[src/rtl/alu_pkg.sv]
// Shared ALU/divider definitions: opcodes, divider FSM states and flag bit positions.
package alu_pkg;

    // Instruction opcode that routes to the divider, and the ALU op it decodes to
    localparam logic [4:0] DIV  = 5'b01000;
    localparam logic [2:0] DIVA = 3'b011;

    // Bit positions inside the 2-bit flags result
    localparam int FLAG_Z = 0;
    localparam int FLAG_N = 1;

    typedef enum logic [1:0] {
        IDLE  = 2'b00,
        CALC  = 2'b01,
        FIXUP = 2'b10,
        DONE  = 2'b11
    } div_state_t;

endpackage

[src/rtl/alu_div_unit_div_step.sv]
// One restoring shift-subtract step: shift the next dividend bit into the
// partial remainder, subtract the divisor, and keep the difference only when
// it did not borrow.
module div_step #(
    parameter int WIDTH = 32
) (
    input  logic [WIDTH:0]   rem_in,
    input  logic             bit_in,
    input  logic [WIDTH-1:0] divisor,
    output logic [WIDTH:0]   rem_out,
    output logic             q_bit
);

    logic [WIDTH+1:0] shifted_s;
    logic [WIDTH+2:0] diff_s;

    // Trial subtraction; the top bit of diff_s is the borrow
    always_comb begin
        shifted_s = {rem_in, bit_in};
        diff_s    = {1'b0, shifted_s} - {3'b000, divisor};
        if (diff_s[WIDTH+2]) begin
            rem_out = shifted_s[WIDTH:0];
            q_bit   = 1'b0;
        end else begin
            rem_out = diff_s[WIDTH:0];
            q_bit   = 1'b1;
        end
    end

endmodule

[src/rtl/alu_div_unit.sv]
// Iterative restoring divider answering the ALU's DIV requests.
// BPC quotient bits are resolved per clock by a chain of div_step instances.
// Optional macro ALU_DIV_SIGNED_EN: two's-complement operands with a FIXUP
// state that restores result signs (one extra cycle of latency).
module alu_div_unit
    import alu_pkg::*;
#(
    parameter int WIDTH = 32,
    parameter int BPC   = 1
) (
    input  logic             clk,
    input  logic             rst_n,
    input  logic             start,
    input  logic             flush,
    input  logic [WIDTH-1:0] dividend,
    input  logic [WIDTH-1:0] divisor,
    output logic             busy,
    output logic             done,
    output logic [WIDTH-1:0] quotient,
    output logic [WIDTH-1:0] remainder,
    output logic [1:0]       flags,
    output logic             dbz
);

    localparam int STEPS = WIDTH / BPC;
    localparam int CNT_W = (STEPS > 1) ? $clog2(STEPS) : 1;

    div_state_t         state_r, next_state_s;
    logic [CNT_W-1:0]   cnt_r;
    logic [WIDTH-1:0]   dvd_r;      // dividend shifting out, quotient shifting in
    logic [WIDTH-1:0]   dvs_r;
    logic [WIDTH:0]     rem_r;      // partial remainder with borrow headroom
    logic               dbz_r;
    logic               busy_r, done_r, dbz_out_r;
    logic [WIDTH-1:0]   quotient_r, remainder_r;
    logic [1:0]         flags_r;

    logic [BPC:0][WIDTH:0] rem_chain_s;
    logic [BPC-1:0]        qbits_s;
    logic [WIDTH-1:0]      step_dvd_s;
    logic [WIDTH-1:0]      res_q_s, res_rem_s;
    logic [1:0]            res_flags_s;
    logic                  accept_s;

`ifdef ALU_DIV_SIGNED_EN
    logic neg_q_r, neg_r_r;

    function automatic logic [WIDTH-1:0] abs_val(input logic [WIDTH-1:0] v);
        if (v[WIDTH-1]) begin
            abs_val = ~v + {{(WIDTH-1){1'b0}}, 1'b1};
        end else begin
            abs_val = v;
        end
    endfunction
`endif

    assign rem_chain_s[0] = rem_r;

    genvar g;
    generate
        for (g = 0; g < BPC; g++) begin : g_step
            div_step #(.WIDTH(WIDTH)) u_step (
                .rem_in  (rem_chain_s[g]),
                .bit_in  (dvd_r[WIDTH-1-g]),
                .divisor (dvs_r),
                .rem_out (rem_chain_s[g+1]),
                .q_bit   (qbits_s[BPC-1-g])
            );
        end
    endgenerate

    // Result candidates published on the DONE edge, including divide-by-zero override
    always_comb begin
        accept_s   = start & ~flush;
        step_dvd_s = {dvd_r[WIDTH-BPC-1:0], qbits_s};
        if (dbz_r) begin
            res_q_s   = {WIDTH{1'b1}};
            res_rem_s = dvd_r;
        end else begin
            res_q_s   = dvd_r;
            res_rem_s = rem_r[WIDTH-1:0];
        end
        res_flags_s         = 2'b00;
        res_flags_s[FLAG_Z] = (res_q_s == {WIDTH{1'b0}});
        res_flags_s[FLAG_N] = res_q_s[WIDTH-1];
    end

    // Next-state logic; flush always wins and returns to IDLE
    always_comb begin
        next_state_s = state_r;
        case (state_r)
            IDLE: begin
                if (accept_s) begin
                    if (divisor == {WIDTH{1'b0}}) begin
                        next_state_s = DONE;
                    end else begin
                        next_state_s = CALC;
                    end
                end else begin
                    next_state_s = IDLE;
                end
            end
            CALC: begin
                if (flush) begin
                    next_state_s = IDLE;
                end else if (cnt_r == {CNT_W{1'b0}}) begin
`ifdef ALU_DIV_SIGNED_EN
                    next_state_s = FIXUP;
`else
                    next_state_s = DONE;
`endif
                end else begin
                    next_state_s = CALC;
                end
            end
`ifdef ALU_DIV_SIGNED_EN
            FIXUP: begin
                if (flush) begin
                    next_state_s = IDLE;
                end else begin
                    next_state_s = DONE;
                end
            end
`endif
            DONE:    next_state_s = IDLE;
            default: next_state_s = IDLE;
        endcase
    end

    // State, datapath and registered outputs
    always_ff @(posedge clk or negedge rst_n) begin
        if (!rst_n) begin
            state_r     <= IDLE;
            cnt_r       <= {CNT_W{1'b0}};
            dvd_r       <= {WIDTH{1'b0}};
            dvs_r       <= {WIDTH{1'b0}};
            rem_r       <= {(WIDTH+1){1'b0}};
            dbz_r       <= 1'b0;
            busy_r      <= 1'b0;
            done_r      <= 1'b0;
            dbz_out_r   <= 1'b0;
            quotient_r  <= {WIDTH{1'b0}};
            remainder_r <= {WIDTH{1'b0}};
            flags_r     <= 2'b00;
`ifdef ALU_DIV_SIGNED_EN
            neg_q_r     <= 1'b0;
            neg_r_r     <= 1'b0;
`endif
        end else begin
            state_r <= next_state_s;
            busy_r  <= (next_state_s != IDLE);
            done_r  <= 1'b0;
            case (state_r)
                IDLE: begin
                    if (accept_s) begin
                        cnt_r <= CNT_W'(STEPS - 1);
                        rem_r <= {(WIDTH+1){1'b0}};
                        dbz_r <= (divisor == {WIDTH{1'b0}});
`ifdef ALU_DIV_SIGNED_EN
                        dvs_r   <= abs_val(divisor);
                        neg_q_r <= dividend[WIDTH-1] ^ divisor[WIDTH-1];
                        neg_r_r <= dividend[WIDTH-1];
                        // Divide-by-zero returns the raw dividend as remainder
                        if (divisor == {WIDTH{1'b0}}) begin
                            dvd_r <= dividend;
                        end else begin
                            dvd_r <= abs_val(dividend);
                        end
`else
                        dvs_r <= divisor;
                        dvd_r <= dividend;
`endif
                    end
                end
                CALC: begin
                    if (!flush) begin
                        dvd_r <= step_dvd_s;
                        rem_r <= rem_chain_s[BPC];
                        cnt_r <= cnt_r - CNT_W'(1);
                    end
                end
`ifdef ALU_DIV_SIGNED_EN
                FIXUP: begin
                    if (!flush) begin
                        if (neg_q_r) begin
                            dvd_r <= ~dvd_r + {{(WIDTH-1){1'b0}}, 1'b1};
                        end
                        if (neg_r_r) begin
                            rem_r <= ~rem_r + {{WIDTH{1'b0}}, 1'b1};
                        end
                    end
                end
`endif
                DONE: begin
                    // Results are published only when the request completes unflushed
                    if (!flush) begin
                        done_r      <= 1'b1;
                        quotient_r  <= res_q_s;
                        remainder_r <= res_rem_s;
                        flags_r     <= res_flags_s;
                        dbz_out_r   <= dbz_r;
                    end
                end
                default: begin
                    state_r <= IDLE;
                end
            endcase
        end
    end

    assign busy      = busy_r;
    assign done      = done_r;
    assign quotient  = quotient_r;
    assign remainder = remainder_r;
    assign flags     = flags_r;
    assign dbz       = dbz_out_r;

endmodule

[config.mk]
export PLATFORM = sky130hd
export DESIGN_NAME = alu_div_unit
export DESIGN_NICKNAME = d
export VERILOG_FILES = /design/src/rtl/alu_pkg.sv /design/src/rtl/alu_div_unit_div_step.sv /design/src/rtl/alu_div_unit.sv
export SDC_FILE = /design/constraint.sdc
export NUM_CORES = 1
export LEC_CHECK = 0
export ABC_AREA = 1
export CAP_MARGIN = 20
export CORE_MARGIN = 1.5
export CORE_UTILIZATION = 55
export DETAILED_ROUTE_END_ITERATION = 12
export PLACE_DENSITY = 0.8
export SYNTH_ARGS = -nofsm -noshare
export SYNTH_HDL_FRONTEND = slang
export SYNTH_SLANG_ARGS = --single-unit
[constraint.sdc]
create_clock -name clk -period 5.5 [get_ports clk]
set_input_delay 0.55 -clock clk [delete_from_list [all_inputs] [get_ports clk]]
set_output_delay 0.55 -clock clk [all_outputs]
set_load 0.01 [all_outputs]
# After elaboration in Yosys (flattened, before gate mapping)
# Cells that the tools add are included.
[totals]
ff_bits = 174
in_bits = 68
output_inout_bits = 69
elab_cells = 51
[classes]
add_sub_neg = 2
n_eq_ne = 4
mux = 21
bitwise = 2
reduce_logical = 10
[ops]
columns = ["cell", "count"]
rows = [
  ["$mux 32", 4],
  ["$mux 33", 3],
  ["$pmux 33 s2", 1],
  ["$logic_not 32->1", 2],
  ["$pmux 32 s2", 1],
  ["$sub 34x32->35", 1],
  ["$mux 2", 5],
  ["$mux 5", 2],
  ["$pmux 5 s2", 1],
  ["$logic_not 5->1", 1],
  ["$sub 5x1->5 const B", 1],
  ["$ne 2x2->1 const B", 2],
  ["$pmux 2 s2", 1],
  ["$reduce_and 2->1", 2],
  ["$reduce_bool 2->1", 2],
  ["$mux 1", 3],
  ["$reduce_and 3->1", 1],
  ["$reduce_or 3->1", 1],
  ["$eq 2x1->1 const B", 1],
  ["$eq 2x2->1 const B", 1],
  ["$logic_not 2->1", 1],
  ["$and 1x1->1", 1],
  ["$not 1->1", 1],
]

# Longest topological paths before layout
[depth]
ltp_word = 5
depth_mapped = 17
depth_no_buf = 16

# Modules after synthesis
# Synthesis repeated with hierarchy kept, for this count alone.
[unflattened]
cells_unflattened = 1458
hier_area_um2 = 10603.9
[by_module_without_submodules]
columns = ["mod", "n_inst", "cells_each", "area_each_um2"]
rows = [
  ["alu_div_unit", 1, 800, 7387.1],
  ["div_step", 1, 658, 3216.8],
]

# Worst setup path after synthesis
# OpenSTA, ideal clock, no wires.
[synth_timing]
path_kind = "register to register"
from = "reg dvd_r[31]"
to = "reg rem_r[4]"
setup_time_ns = 0.126
arrival_time_ns = 1.879
slack_ns = 3.495
stages_incl_launch_ff = 15
synth_period_minus_slack_ns = 2.005
cell_sequence = "dfrtp_1 > inv_1 > ha_1 > fa_1 > inv_1 > nand3_1 > nand3_2 > nand2_1 > nand2_2 > nand2_4 > nand2_4 > buf_6 > nand2_1 > nand3_1 > o21ai_0"
[synth_via]
elab_chain_cells = 4
[synth_rtl]
columns = ["item", "line_no", "source"]
rows = [
  ["start: declaration", "alu_div_unit.sv:30", "logic [WIDTH-1:0] dvd_r;"],
  ["start signal: assignment", "alu_div_unit.sv:135", "dvd_r <= {WIDTH{1'b0}};"],
  ["start signal: assignment", "alu_div_unit.sv:171", "dvd_r <= dividend;"],
  ["start signal: assignment", "alu_div_unit.sv:177", "dvd_r <= step_dvd_s;"],
  ["$sub 34x32->35", "alu_div_unit_div_step.sv:20", "diff_s = {1'b0, shifted_s} - {3'b000, divisor};"],
  ["$mux 33", "alu_div_unit_div_step.sv:21", "if (diff_s[WIDTH+2]) begin"],
  ["$mux 33", "alu_div_unit.sv:176", "if (!flush) begin"],
  ["$pmux 33 s2", "alu_div_unit.sv:153", "case (state_r)"],
  ["end signal: assignment", "alu_div_unit.sv:137", "rem_r <= {(WIDTH+1){1'b0}};"],
  ["end signal: assignment", "alu_div_unit.sv:157", "rem_r <= {(WIDTH+1){1'b0}};"],
  ["end signal: assignment", "alu_div_unit.sv:178", "rem_r <= rem_chain_s[BPC];"],
  ["end: declaration", "alu_div_unit.sv:32", "logic [WIDTH:0] rem_r;"],
]
# Every way passes these cells. The select of a mux whose other input is x is not followed.
# A chain may end at the register's enable or synchronous reset.

# Worst setup path in the final report
[layout_timing]
from = "reg state_r[1]"
to = "reg dvd_r[0]"
[layout_via]
elab_chain_cells = 3
[layout_rtl]
columns = ["item", "line_no", "source"]
rows = [
  ["start: declaration", "alu_div_unit.sv:28", "div_state_t state_r, next_state_s;"],
  ["start signal: assignment", "alu_div_unit.sv:150", "state_r <= next_state_s;"],
  ["$eq 2x1->1 / $logic_not 2->1 (equally long branches)", "alu_div_unit.sv:153", ""],
  ["$ne 2x2->1 (no source line) / $reduce_bool 2->1 (equally long branches)", "n/a", ""],
  ["$reduce_and 3->1 (no source line)", "n/a", ""],
]
# Parallel ways exist; a longest one is shown, timed or not.

==> metrics.md <==
| Metric | Value |
|---|---|
| Number of synthesized flops with an enable pin | 0 |
| Syn Nets | between 1500 and 2000 |
| Outcome | completed |
| RSZ-0062 raised after global routing | false |
| Num rows | 50 |
| Number of setup buffers added after CTS | 0 |
| Slew headroom | 34.9% |
| Share of cells above drive strength 1 | 4.31% |
| Clk_lat worst skew | 0.44 ns |
| Final period utilization | 55.9% |
| Setup crit start kind | flop |
| Drt wl/cell | 15.8 um |
| Clk sink count | around 170 |
| #FFs+latches synth | 173 |
| Initial Util | 55.8% |
| Post-route DRC violation count | 0 |
| CP max FO | 77 |
| Syn Area/Cell | 7.12 um2 |
| Setup Skew | 0.0141 ns |
| LEAKAGE | 6.39 nW |
| CTS resizes | 0 |
| Measured slew at the worst slew-check pin | 0.976 ns |
| Initial antenna violation count | 0 |
| Final hold vios | 0 |
| Clk Tree Root Cell | clkbuf_16 |
| Max Freq | 325 MHz |
| Largest net degree at the start of global routing | 78 |
| Final Cell Area | 12400 um2 |
| I/O pin total | 137 |
| Area grow syn2layout | 20.1% |
| Max cap viols | 0 |
| First-pass GRT wire length | 46600 um |
| Maximum VDD drop | 0.215 mV |
| Most common flop cell mapped by yosys | dfrtp_1 |
| Die X | 140 um |
| HPWL after detailed placement | 21200 um |
| Pwr Density | 342 nW/um2 |
| Core Area | between 15000 and 20000 um2 |
| CTS tree | done |
| Layout net count | approximately 1700 |
| Met2 routed WL | between 10000 and 15000 um |
| Remaining antenna violation count | 0 |
| YS warnings | 0 |
| Worst min path class | in2async |
| Setup crit end kind | flop |
| Synth area leader | dfrtp_1 |
| Total vias in the final route | 9812 |
| Library cells used by synthesis | 42 |
| Max-slew violations | 0 |
| Tmin final | 3.07 ns |
| Vias/cell | 5.42 |
| Vias in the first global route | around 9500 |
| Die area | 19700 um2 |
| Post-CTS Hold Buffers | 0 |
| H-tree depth | 4 |
| Grt ovf | 0 |
| IO buf count | 136 |
| DR WL met3 | 1270 um |
| Die Y | around 140 um |
| TritonRoute pass-1 iters | 6 |
| GPL Wtd Cong | 0.966 |
| Largest cells by area after synthesis | dfrtp_1 (42%), nand2_1 (16%), inv_1 (8.6%) |
| Max Root-Sink Buffers | 2 |
| Critical Path RT | 5.85 ns |
| Area share of the largest cell type after synthesis | between 40% and 50% |
| Setup TNS | 0 ns |
| Final setup violating endpoints | 0 |
| Crit path DAT | 3.43 ns |
| Sequential-to-total area share from yosys stat | 41.8% |
| Uppermost layer routed | met4 |
| TritonCTS buffer count | 17 |
| Placed cell area | 11800 um2 |
| Total routed wirelength | 28600 um |
| DR iter-0 viols | 775 |
| Mapped cell area | 10400 um2 |
| Reg clk slew, reported paths | 0.08 ns |
| N_diodes | 0 |
| Cell count after synthesis | 1455 |
| Met1 wire length | 12400 um |
| Async set-or-reset flop fraction in the synthesized netlist | 100% |
| Critical path class | reg2reg |
| Total global-route track usage | between 30% and 40% |
[kinds of logic (layout without fill, tap and decap cells)]
kind of cell	after synthesis	in the layout	synth area share, %
AOI/OAI and AO/OA	207	207	11.6
adders and majority gates	35	35	4.30
buffers and inverters	299	420	11.5
DFF	173	173	41.8
xor gates and xnor gates	15	15	1.27
and+or+nand+nor	726	726	29.6
[stage by stage]
| step | power, W | utilization (%) | hold slack [ns] | setup slack (ns) | std cells |
|---|---|---|---|---|---|
| final | 0.00426 | 66.9 | 0.110 | 2.43 | 1810 |
| after CTS | 0.00425 | 66.9 | 0.159 | 2.42 | 1809 |
| after global placement | 0.00297 | 63.6 | 0.465 | 2.61 | 1777 |
| after floorplan | 0.00258 | - | 0.254 | 3.49 | 1455 |
| after detailed placement | 0.00300 | 63.6 | 0.467 | 2.43 | 1777 |
| after global routing | 0.00452 | 66.9 | 0.188 | 2.11 | 1810 |
[critical path: stages, from the launching register on]
cell and delay, ns:
dfrtp_1 0.42, nor2_4 0.10, buf_4 0.51, inv_2 0.12, nor2_4 0.64, inv_2 0.15
nand2_2 0.11, buf_4 0.57, o21ai_0 0.20, o22ai_1 0.15
[report_power, final]
group	switching (W)	total, W	internal, W	leakage [nW]
clock	0.000587	0.00125	0.000664	0.300
combinational	0.000920	0.00142	0.000501	3.85
sequential	0.000141	0.00158	0.00144	2.24
total	0.00165	0.00426	0.00261	6.39
[sequential cells by signal (all words and copies together), names as in the netlist]
name	flops
rem_r	33
flags	1
dbz	1
state_r	2
quotient	32
dvs_r	32
done	1
dbz_r	1
busy	1
cnt_r	5
dvd_r	32
remainder	32
[final timing paths]
path,to,start,slack (ns),depth (start not counted)
worst max register to register,dvd_r[0]$_DFFE_PN0P_,state_r[1]$_DFF_PN0_,2.43,9
max in group asynchronous,dvs_r[15]$_DFFE_PN0P_,rst_n,4.09,2
worst min-delay path,dvd_r[10]$_DFFE_PN0P_,rst_n,0.11,1
min in group clk,cnt_r[4]$_DFFE_PN0P_,cnt_r[4]$_DFFE_PN0P_,0.49,2
worst max-delay path,dvd_r[0]$_DFFE_PN0P_,state_r[1]$_DFF_PN0_,2.43,9
worst min register to register,cnt_r[4]$_DFFE_PN0P_,cnt_r[4]$_DFFE_PN0P_,0.49,2
[final cells by class]
| class | instances | area (um2) |
|---|---|---|
| clock inverter | 14 | 174 |
| sequential | 173 | 4330 |
| timing repair buffer | 146 | 1450 |
| clock buffer | 18 | 439 |
| tap | 234 | 293 |
| multi-input combinational | 983 | 4850 |
| fill | 1591 | 6140 |
| inverter | 242 | 908 |
[cells in the mapped netlist, types with 2 or more instances]
| master | number |
|---|---|
| a31oi_1 | 40 |
| buf_2 | 5 |
| nand3b_1 | 17 |
| clkbuf_1 | 38 |
| nand2_4 | 2 |
| buf_4 | 6 |
| o211ai_1 | 31 |
| buf_1 | 3 |
| nor2_2 | 3 |
| o21ai_1 | 8 |
| a21oi_1 | 50 |
| dfrtp_1 | 173 |
| o21bai_1 | 3 |
| nand3_1 | 92 |
| ha_1 | 34 |
| and2_1 | 3 |
| nand2_2 | 5 |
| nor2_1 | 124 |
| nor4_1 | 6 |
| inv_2 | 4 |
| nand4_1 | 19 |
| nand2_1 | 443 |
| nor2_4 | 2 |
| o21ai_0 | 68 |
| buf_6 | 5 |
| nor3_1 | 6 |
| xnor2_1 | 14 |
| inv_1 | 237 |
[metal layers]
layer,vias up,track usage [%]
li1,4827,-
met3,73,4.07
met5,-,0
met2,311,51.7
met1,4601,38.3
met4,0,12.2
[placed cells by master (no fill, tap or decap), types with 4 or more instances in the layout]
cell type          n
nand2_1          443
inv_1            237
dfrtp_1          173
clkdlybuf4s50_1  135
nor2_1           123
nand3_1           91
o21ai_0           68
a21oi_1           50
a31oi_1           40
ha_1              34
o211ai_1          31
nand4_1           19
nand3b_1          17
clkbuf_16         17
xnor2_1           14
buf_4              9
o21ai_1            8
nor4_1             6
nor3_1             6
inv_2              5
nand2_2            5
nor2_2             4
clkinv_4           4
No activity file was read; power rests on OpenSTA's default activity.
